File: src/rtl/xbar_scheduler_if.sv
// Crossbar scheduler bus: header requests and routes from the input buffers,
// grants and mux select tables back to the buffers and crossbar.
interface xbar_scheduler_if #(
    parameter int NPORT = 5,
    parameter int PSEL  = 3
);
    logic [NPORT-1:0]       h;
    logic [NPORT*NPORT-1:0] route;
    logic [NPORT-1:0]       sender;
    logic [NPORT-1:0]       ack_h;
    logic [NPORT-1:0]       free;
    logic [NPORT*PSEL-1:0]  mux_in;
    logic [NPORT*PSEL-1:0]  mux_out;
    logic                   busy;

    modport master (
        output h, route, sender,
        input  ack_h, free, mux_in, mux_out, busy
    );

    modport slave (
        input  h, route, sender,
        output ack_h, free, mux_in, mux_out, busy
    );
endinterface

File: src/rtl/xbar_scheduler.sv
// Router crossbar scheduler: round-robin arbitration of header requests,
// route validation, output ownership tracking and mux select programming.
module xbar_scheduler #(
    parameter int NPORT = 5,
    parameter int PSEL  = 3
) (
    input logic             clk,
    input logic             reset,
    xbar_scheduler_if.slave bus
);
    localparam logic [PSEL-1:0]  LOCAL = PSEL'(NPORT - 1);
    localparam logic [NPORT-1:0] ONE   = {{(NPORT-1){1'b0}}, 1'b1};

    typedef enum logic [1:0] {S_IDLE, S_ARB, S_CHECK, S_GRANT} state_t;

    state_t           state;
    state_t           state_next;
    logic [PSEL-1:0]  sel;
    logic [PSEL-1:0]  ptr;
    logic [PSEL-1:0]  out_idx;
    logic [NPORT-1:0] ack_h;
    logic [NPORT-1:0] free;
    logic [NPORT-1:0] conn_valid;
    logic [NPORT-1:0] sender_prev;
    logic [PSEL-1:0]  mux_in_tbl  [NPORT];
    logic [PSEL-1:0]  mux_out_tbl [NPORT];

    logic [NPORT-1:0] req;
    logic             arb_found;
    logic [PSEL-1:0]  arb_idx;
    logic [NPORT-1:0] r;
    logic             r_valid;
    logic [PSEL-1:0]  r_idx;
    logic             load_sel;
    logic             latch_out;
    logic             pass_turn;
    logic             do_grant;

    // An input that was just acked is masked so it is not re-arbitrated while it drops h.
    assign req = bus.h & ~ack_h;

    // Round-robin search starting one past the pointer; the nearest requester wins.
    always_comb begin
        int idx;
        arb_found = 1'b0;
        arb_idx   = '0;
        idx       = 0;
        for (int k = NPORT; k >= 1; k--) begin
            idx = (int'(ptr) + k) % NPORT;
            if (req[idx]) begin
                arb_found = 1'b1;
                arb_idx   = PSEL'(idx);
            end
        end
    end

    // Decode the selected input's route: must be one-hot and not a U-turn (LOCAL may loop back).
    always_comb begin
        r     = bus.route[int'(sel)*NPORT +: NPORT];
        r_idx = '0;
        for (int o = 0; o < NPORT; o++) begin
            if (r[o]) begin
                r_idx = PSEL'(o);
            end
        end
        r_valid = (r != '0) && ((r & (r - ONE)) == '0)
                  && !((r == (ONE << sel)) && (sel != LOCAL));
    end

    // State register.
    always_ff @(posedge clk or posedge reset) begin
        if (reset) begin
            state <= S_IDLE;
        end else begin
            state <= state_next;
        end
    end

    // Next-state and datapath strobes.
    always_comb begin
        state_next = state;
        load_sel   = 1'b0;
        latch_out  = 1'b0;
        pass_turn  = 1'b0;
        do_grant   = 1'b0;
        case (state)
            S_IDLE: begin
                if (|req) begin
                    state_next = S_ARB;
                end
            end
            S_ARB: begin
                if (arb_found) begin
                    load_sel   = 1'b1;
                    state_next = S_CHECK;
                end else begin
                    state_next = S_IDLE;
                end
            end
            S_CHECK: begin
                if (r_valid && ((r & free) != '0)) begin
                    latch_out  = 1'b1;
                    state_next = S_GRANT;
                end else begin
                    pass_turn  = 1'b1;
                    state_next = S_IDLE;
                end
            end
            S_GRANT: begin
                do_grant   = 1'b1;
                state_next = S_IDLE;
            end
            default: state_next = S_IDLE;
        endcase
    end

    // Pointer, grant bookkeeping and releases; a grant is applied after releases so it wins on the same input.
    always_ff @(posedge clk or posedge reset) begin
        if (reset) begin
            sel         <= '0;
            ptr         <= LOCAL;
            out_idx     <= '0;
            ack_h       <= '0;
            free        <= '1;
            conn_valid  <= '0;
            sender_prev <= '0;
            for (int i = 0; i < NPORT; i++) begin
                mux_in_tbl[i]  <= '0;
                mux_out_tbl[i] <= '0;
            end
        end else begin
            sender_prev <= bus.sender;
            ack_h       <= '0;
            if (load_sel) begin
                sel <= arb_idx;
            end
            if (latch_out) begin
                out_idx <= r_idx;
            end
            if (pass_turn) begin
                ptr <= sel;
            end
            for (int i = 0; i < NPORT; i++) begin
                if (sender_prev[i] && !bus.sender[i] && conn_valid[i]) begin
                    free[mux_in_tbl[i]] <= 1'b1;
                    conn_valid[i]       <= 1'b0;
                end
            end
            if (do_grant) begin
                mux_in_tbl[sel]      <= out_idx;
                mux_out_tbl[out_idx] <= sel;
                free[out_idx]        <= 1'b0;
                conn_valid[sel]      <= 1'b1;
                ack_h[sel]           <= 1'b1;
                ptr                  <= sel;
            end
        end
    end

    assign bus.ack_h = ack_h;
    assign bus.free  = free;
    assign bus.busy  = (state != S_IDLE);

    for (genvar g = 0; g < NPORT; g++) begin : g_flat
        assign bus.mux_in[g*PSEL +: PSEL]  = mux_in_tbl[g];
        assign bus.mux_out[g*PSEL +: PSEL] = mux_out_tbl[g];
    end
endmodule

File: src/flat_wrapper.sv
// flat-port wrapper written by rule: the top's interface ports become plain ports
module xbar_scheduler_flat 
#(
    parameter int NPORT = 5,
    parameter int PSEL  = 3
)
  (clk, reset, bus_h, bus_route, bus_sender, bus_ack_h, bus_free, bus_mux_in, bus_mux_out, bus_busy);
  xbar_scheduler_if #(.NPORT(NPORT), .PSEL(PSEL)) bus_i ();
  input logic clk;
  input logic reset;
  input wire logic [$bits(bus_i.h)-1:0] bus_h;
  input wire logic [$bits(bus_i.route)-1:0] bus_route;
  input wire logic [$bits(bus_i.sender)-1:0] bus_sender;
  output wire logic [$bits(bus_i.ack_h)-1:0] bus_ack_h;
  output wire logic [$bits(bus_i.free)-1:0] bus_free;
  output wire logic [$bits(bus_i.mux_in)-1:0] bus_mux_in;
  output wire logic [$bits(bus_i.mux_out)-1:0] bus_mux_out;
  output wire logic [$bits(bus_i.busy)-1:0] bus_busy;
  assign bus_i.h = bus_h;
  assign bus_i.route = bus_route;
  assign bus_i.sender = bus_sender;
  assign bus_ack_h = bus_i.ack_h;
  assign bus_free = bus_i.free;
  assign bus_mux_in = bus_i.mux_in;
  assign bus_mux_out = bus_i.mux_out;
  assign bus_busy = bus_i.busy;
  xbar_scheduler #(.NPORT(NPORT), .PSEL(PSEL)) u_core (.clk(clk), .reset(reset), .bus(bus_i));
endmodule
File: config.mk
export PLATFORM = sky130hd
export DESIGN_NAME = xbar_scheduler_flat
export DESIGN_NICKNAME = d
export VERILOG_FILES = /design/src/rtl/xbar_scheduler_if.sv /design/src/rtl/xbar_scheduler.sv /design/src/flat_wrapper.sv
export SDC_FILE = /design/constraint.sdc
export NUM_CORES = 1
export LEC_CHECK = 0
export CAP_MARGIN = 20
export CORE_MARGIN = 5
export CORE_UTILIZATION = 47
export DETAILED_ROUTE_END_ITERATION = 10
export DONT_BUFFER_PORTS = 1
export PLACE_DENSITY = 0.67
export SETUP_SLACK_MARGIN = 0.02
export SYNTH_ARGS = -nofsm -noshare
export SYNTH_HDL_FRONTEND = slang
export SYNTH_SLANG_ARGS = --single-unit
File: constraint.sdc
create_clock -name clk -period 9.35 [get_ports clk]
set_clock_uncertainty 0.05 [all_clocks]
set_input_delay 1.87 -clock clk [delete_from_list [all_inputs] [get_ports clk]]
set_output_delay 1.87 -clock clk [all_outputs]
set_load 0.01 [all_outputs]
==> results.yml, run 1 <==
outcome:
  outcome: "finished, final reports clean"
routing:
  post_drt_via_cell_ratio: 6.09
  drt-pass1-iter-count: 5
  routedWlPerCell_um: 18.8
  wl_mm: 12.4
  num_vias: 4027
  route.detailed.drc: 0
  drt_iter0_markers: 305
  ant_nets: 0
yosys:
  syn_area_mm2: 0.00475
  avgSynthCellArea_um2: 9.02
  synth_top_area_cell: "dfrtp_1"
  synth-edff-count: 0
  synthCells: 527
  synth_ff_type: "dfrtp_1"
  synth.area.top_cells: "dfrtp_1 29%, ha_1 6.8%, nand2_1 5.2%"
  async_flop_share_pct: 100
  synth_top_area_share_pct: 29.0
  synth.distinct_cells: 83
  synth-seq-cells: 61
  yosysSeqAreaShare_pct: 32.3
  yosysWarnings: 0
  syn_nets: 590
power:
  sequentialPowerShare_pct: 22.4
  leakagePower_nw: 2.22
  p_switching_mw: 1.16
  combPwrFrac_pct: 67.3
  switching_share_pct: 50.5
  power_density_mw_per_mm2: 453
  clkPwrFrac_pct: 10.3
  p_int_mw: 1.13
  ir_drop_v: 0.000167
sta:
  worst_pin_slew_ps: 1040
  setup_tns_ps: 0
  fin_crit_sh_pct: 54.3
  relSlewSlack_pct: 29.9
  slew_viol_final: 0
  hold_violations: 0
  fin_crit_ps: 5080
  rsz0062_at_grt: "false"
  setup_violations: 0
  fmax_ghz: 0.197
worst_setup_path:
  critPathCapture: "u_core.sel[0]"
  worst-path-max-fanout: 32
  crit_start: "u_core.ptr[0]"
  worstSetupStartpointType: "flip-flop"
  r2r-end: "u_core.sel[0]"
  crit_required_ps: 9510
  reg2reg_setup_slack_ps: 4270
  path_class: "flip-flop to flip-flop"
  worstSetupEndpointType: "flip-flop"
  cp.arrival_ps: 5240
  r2r_start: "u_core.ptr[0]"
  rr_worst_depth: 18
layout:
  syn_to_final_growth_pct: 6.40
  final_common_cell: "nand2_1"
  insertedDiodeCount: 0
  nets: 587
  final_cell_mix: "66 x nand2_1, 55 x dfrtp_1, 42 x nor2_1, 29 x o21ai_0, 26 x ha_1"
  drive_gt1_share_pct: 16.1
  finalInstanceArea_mm2: 0.00506
  nFillCells: 930
global_routing:
  grt_max_degree: 62
  grt_pass1_vias: 3872
  grt_antenna_before_repair: 0
  grt_overflow: 0
  grt_pass1_wl_mm: 19.9
  track_usage_pct: 19.9
flow_run:
  maxCapViolCount: 0
clocking:
  cts_tree: "built"
  clock_latency_ps: 340
  cts_setup_buffers: 0
  hold_buffers: 0
  htree_levels: 3
  postCtsResizedCells: 0
  cts_root_buf: "clkbuf_8"
  cts_buffers: 9
  path_clk_slew_ps: 60
  cts_sinks: 61
  clockBufferDepth: 2
floorplan:
  initial_core_util_pct: 48.4
  rows: 36
  fp.dieH_um: 111
  io-pin-count: 78
  core_area_mm2: 0.00982
  fp.dieArea_mm2: 0.0122
  die_w_um: 111
placement:
  dp_hpwl_mm: 9.43
  port_buffers: 0
  placedInstanceArea_mm2: 0.00486
  gp_congestion: 0.953
min_path:
  holdPathStages: 1
  hold_path_class: "flip-flop to flip-flop"
synthesized netlist by cell type, types with 4 or more instances:
master and count:
nand2_1 66, a221oi_1 4, o21ai_0 29, clkbuf_1 7
inv_1 20, nor2_1 42, mux2_4 4, and2_1 5
mux4_2 6, nor4b_1 4, mux2i_1 10, mux2_2 22
nor4_1 10, o211ai_1 4, dfstp_2 6, a21oi_1 21
nor2b_1 16, or3_1 5, dfrtp_1 55, xnor2_1 4
nor3_1 13, o21ai_1 7, a22oi_1 6, nand3b_1 10
a21o_1 4, buf_2 7, nand2b_1 13, a211oi_1 5
o21a_1 5, ha_1 26, nand3_1 12
routing by layer:
layer	part of all wire (%)	wire length (um)	global-route usage (%)	vias up
met5	0	0	0	-
met4	1.3	158	4.76	0
met3	9.0	1110	6.84	14
met2	46	5690	30.5	150
met1	44	5440	26.9	1933
li1	-	-	-	1930
power groups by stage:
stage	Sequential (mW)	Combinational, mW	Clock, mW
2_1_floorplan	0.443	1.29	0
3_3_place_gp	0.516	1.49	0
3_5_place_dp	0.519	1.51	0
4_1_cts	0.515	1.52	0.239
5_1_grt	0.533	1.70	0.253
6_report	0.514	1.54	0.235
metrics by stage:
step / util (%) / instances / worst slack [ps] / hold slack, ps / total power, mW
after floorplan: - / 527 / 4730 / 400 / 1.73
after global placement: 49.5 / 646 / 4440 / 410 / 2.00
after detailed placement: 49.5 / 646 / 4280 / 416 / 2.03
after CTS: 51.5 / 661 / 4250 / 431 / 2.28
after global routing: 51.5 / 661 / 3770 / 457 / 2.49
final: 51.5 / 661 / 4270 / 429 / 2.29
final cells by class:
type	instances	area [um^2]	share of cell area, %
multi-input combinational	425	3040	60.2
sequential	61	1530	30.3
tap	133	166	3.29
clock buffer	11	151	2.99
inverter	24	92.6	1.83
clock inverter	4	47.5	0.940
timing repair buffer	3	22.5	0.445
worst min path at each step:
stage	from	slack, ps	to
CTS	u_core.conn_valid[1]	430	u_core.conn_valid[1]
floorplan	u_core.conn_valid[1]	400	u_core.conn_valid[1]
global route	u_core.conn_valid[1]	460	u_core.conn_valid[1]
detailed placement	u_core.conn_valid[1]	420	u_core.conn_valid[1]
global placement	u_core.conn_valid[1]	410	u_core.conn_valid[1]
finish	u_core.conn_valid[1]	430	u_core.conn_valid[1]
flip-flops by register name (all words and copies together) (netlist names):
register	count
u_core.bus.mux_in	15
u_core.bus.mux_out	15
u_core.bus.ack_h	5
u_core.bus.free	5
u_core.conn_valid	5
u_core.sender_prev	5
u_core.out_idx	3
u_core.ptr	3
u_core.sel	3
u_core.state	2
kinds of logic after synthesis:
group                      count (synthesis)  synth area share (%)
adders and majority gates                 27                  7.06
buffers and inverters                     41                  3.71
and+or+nand+nor                          215                  23.0
DFF                                       61                  32.3
muxes                                     43                  11.7
xor gates and xnor gates                   7                  2.08
AOI/OAI and AO/OA                        133                  20.2
critical path: stages, from the launching register on:
cell and delay, ps:
dfrtp_1 320, buf_4 340, inv_1 340, ha_1 680, inv_1 160, ha_1 250
nor2_1 190, a211o_2 200, nand2_4 80, ha_1 220, nor2b_1 150, a211oi_1 210
o21a_1 380, a311oi_2 90, o32ai_1 430, a21o_1 170, mux2_2 340, o31ai_1 240
a22oi_1 90
Note: power is estimated with default switching activity, not from simulation.
==> inputs of run 2 (changes only) <==
--- a/config.mk
+++ b/config.mk
@@ -5,12 +5,13 @@
 export SDC_FILE = /design/constraint.sdc
 export NUM_CORES = 1
 export LEC_CHECK = 0
+export ABC_AREA = 1
 export CAP_MARGIN = 20
 export CORE_MARGIN = 5
 export CORE_UTILIZATION = 47
 export DETAILED_ROUTE_END_ITERATION = 10
 export DONT_BUFFER_PORTS = 1
-export PLACE_DENSITY = 0.67
+export PLACE_DENSITY = 0.69
 export SETUP_SLACK_MARGIN = 0.02
 export SYNTH_ARGS = -nofsm -noshare
 export SYNTH_HDL_FRONTEND = slang
==> constraint.sdc (replaced) <==
create_clock -name clk -period 4.37 [get_ports clk]
set_clock_uncertainty 0.05 [all_clocks]
set_input_delay 0.874 -clock clk [delete_from_list [all_inputs] [get_ports clk]]
set_output_delay 0.874 -clock clk [all_outputs]
set_load 0.01 [all_outputs]
==> run 2 against run 1 <==
  * Register-to-register slack worse by 3800 ps
  * Sequential share of layout area increased by 2.3 points
  * Via count increased by 0.57%
  * Sequential cell count unchanged
  * Hold slack improved by 13 ps
  * Critical path depth rose by 6
  * Cell count rose by 12%
  * Maximum frequency is 29% higher
  * Routed wire length fell by 5.6%
  * Count of clock-buffer cells in the layout down 2
  * Utilization down 0.13 points
  * Largest cell class unchanged
==> results.yml, run 2 <==
clocking:
  htree_levels: 3
  cts_sinks: 61
  clockBufferDepth: 2
  cts_buffers: 9
  path_clk_slew_ps: 70
  clock_latency_ps: 330
  cts_root_buf: "clkbuf_8"
  cts_setup_buffers: 0
  cts_tree: "built"
floorplan:
  fp.dieArea_mm2: 0.0113
  core_area_mm2: 0.00915
  initial_core_util_pct: 47.7
  fp.dieH_um: 106
  die_w_um: 106
  rows: 35
  io-pin-count: 78
worst_setup_path:
  path_class: "flip-flop to flip-flop"
  cp.arrival_ps: 4120
  cp_slowest_stage_delay_ps: 520
  worstSetupEndpointType: "flip-flop"
  path_common_cell: "nand2_1"
  path_cells: "inv_1 > ha_1 > clkinvlp_4 > ha_1 > nor2_1 > nand2_4 > nand2_4 > xor2_2 > ha_1 > inv_1 > nand2_1 > nand3_2 > nand2_2 > nand2_2 > nand2_2 > nand2_1 > nand3_1 > nand2_1 > a21oi_2 > nand2_2 > o21ai_4 > nor2_1 > nand2_1 > nand2_1"
  worst_path_max_delay_cell: "dfrtp_1"
  worstSetupStartpointType: "flip-flop"
  worst-path-max-fanout: 10
  rr_worst_depth: 24
  crit_required_ps: 4540
yosys:
  synthSimpleGateAreaFrac_pct: 33.9
  synth.area.top_cells: "dfrtp_1 32%, nand2_1 16%, ha_1 7.5%"
  synth_fa_ha_area_share_pct: 7.46
  synth_top_family_by_area: "simple AND/OR/NAND/NOR gates"
  synth_top_area_cell: "dfrtp_1"
  synth_ff_type: "dfrtp_1"
  syn_nets: 679
  async_flop_share_pct: 100
  synthTopCellsByCount: "185 x nand2_1, 81 x inv_1, 55 x dfrtp_1"
  synth_compound_area_share_pct: 13.4
  synth.distinct_cells: 45
  synth-xor-area-share_pct: 2.21
  syn_area_mm2: 0.00436
  yosysSeqAreaShare_pct: 35.2
  synth_top_area_share_pct: 31.6
  synth-edff-count: 0
  synthCells: 616
  synth_mux_area_share_pct: 0
  yosysWarnings: 0
  yosysMostFrequentCell: "nand2_1"
  synth-seq-cells: 61
  avgSynthCellArea_um2: 7.08
sta:
  fin_crit_sh_pct: 90.3
  setup_violations: 0
  setup_tns_ps: 0
  fin_crit_ps: 3940
  worst_pin_slew_ps: 762
  rsz0062_at_grt: "false"
  setup_ws_ps: 426
  hold_violations: 0
  fmax_ghz: 0.254
  relSlewSlack_pct: 49.2
  slew_viol_final: 0
layout:
  final_common_cell: "nand2_1"
  final_cell_mix: "185 x nand2_1, 80 x inv_1, 55 x dfrtp_1, 54 x nor2_1, 53 x o21ai_0"
  nets: 690
  drive_gt1_share_pct: 9.49
  insertedDiodeCount: 0
  syn_to_final_growth_pct: 7.77
  nFillCells: 907
routing:
  ant_nets: 0
  num_vias: 4050
  wl_mm: 11.7
  post_drt_via_cell_ratio: 5.45
  drt-pass1-iter-count: 5
  route.detailed.drc: 0
  routedWlPerCell_um: 15.8
  drt_iter0_markers: 310
global_routing:
  grt_overflow: 0
  grt_max_degree: 62
  grt_pass1_wl_mm: 19.2
  grt_pass1_vias: 3870
  grt_antenna_before_repair: 0
  track_usage_pct: 21.1
min_path:
  hold_path_class: "flip-flop to flip-flop"
  holdPathStages: 2
placement:
  dp_hpwl_mm: 9.12
  gp_congestion: 0.942
  port_buffers: 0
  place_ws_ps: 381
flow_run:
  maxCapViolCount: 0
outcome:
  outcome: "finished, final reports clean"
==> run 2: worst max-delay path: cells and delay by family, from the launching register on <==
family,cells,cell delay (ps)
xor gates and xnor gates,1,180
adders and majority gates,3,900
AOI/OAI and AO/OA,2,410
and+or+nand+nor,15,1230
DFF,1,520
buffers and inverters,3,530
==> run 2: layout make-up <==
type / count / area (um^2) / share of cell area [%]
Sequential cell: 61 / 1530 / 32.6
Multi-Input combinational cell: 467 / 2490 / 52.9
Tap cell: 111 / 139 / 2.95
Clock inverter: 7 / 72.6 / 1.54
Inverter: 85 / 323 / 6.87
Clock buffer: 9 / 124 / 2.64
Timing Repair Buffer: 3 / 22.5 / 0.479
==> run 2: kinds of logic after synthesis <==
kind of cell | after synthesis
AOI/OAI and AO/OA | 97
DFF | 61
buffers and inverters | 88
adders and majority gates | 26
xor gates and xnor gates | 8
and+or+nand+nor | 336
==> run 2: path summary, 6_finish.rpt <==
kind	from	slack (ps)	endpoint
worst max-delay path	u_core.ptr[1]	430	u_core.sel[1]
worst min-delay path	u_core.conn_valid[1]	440	u_core.conn_valid[1]
worst max register to register	u_core.ptr[1]	430	u_core.sel[1]
worst min register to register	u_core.conn_valid[1]	440	u_core.conn_valid[1]
max in group asynchronous	reset	3170	u_core.bus.mux_out[6]
min in group asynchronous	reset	570	u_core.bus.mux_out[14]
==> run 2: routing by layer <==
layer / wire [um] / GRT usage [%] / share of wire, % / vias up
met2: 5300 / 33.9 / 45 / 146
li1: - / - / - / 2031
met5: 0 / 0 / 0 / -
met4: 163 / 5.00 / 1.4 / 0
met1: 5370 / 28.6 / 46 / 1858
met3: 874 / 5.16 / 7.5 / 15
==> run 2: what timing repair did <==
action	in CTS	in global routing
resized for setup	0	1
hold buffers	0	0
endpoints found under the setup margin	0	3
==> run 2: per-stage QoR <==
stage / hold WS, ps / cells / util (%) / instance area [um^2]
after detailed placement: 432 / 727 / 49.2 / 4500
after CTS: 450 / 743 / 51.3 / 4700
final: 442 / 743 / 51.4 / 4700
after floorplan: 400 / 616 / - / 4360
after global placement: 416 / 727 / 49.2 / 4500
after global routing: 483 / 743 / 51.4 / 4700
Power of run 2 is not shown: default switching activity piles up to over one toggle a cycle in this logic, so the estimate is an artifact.
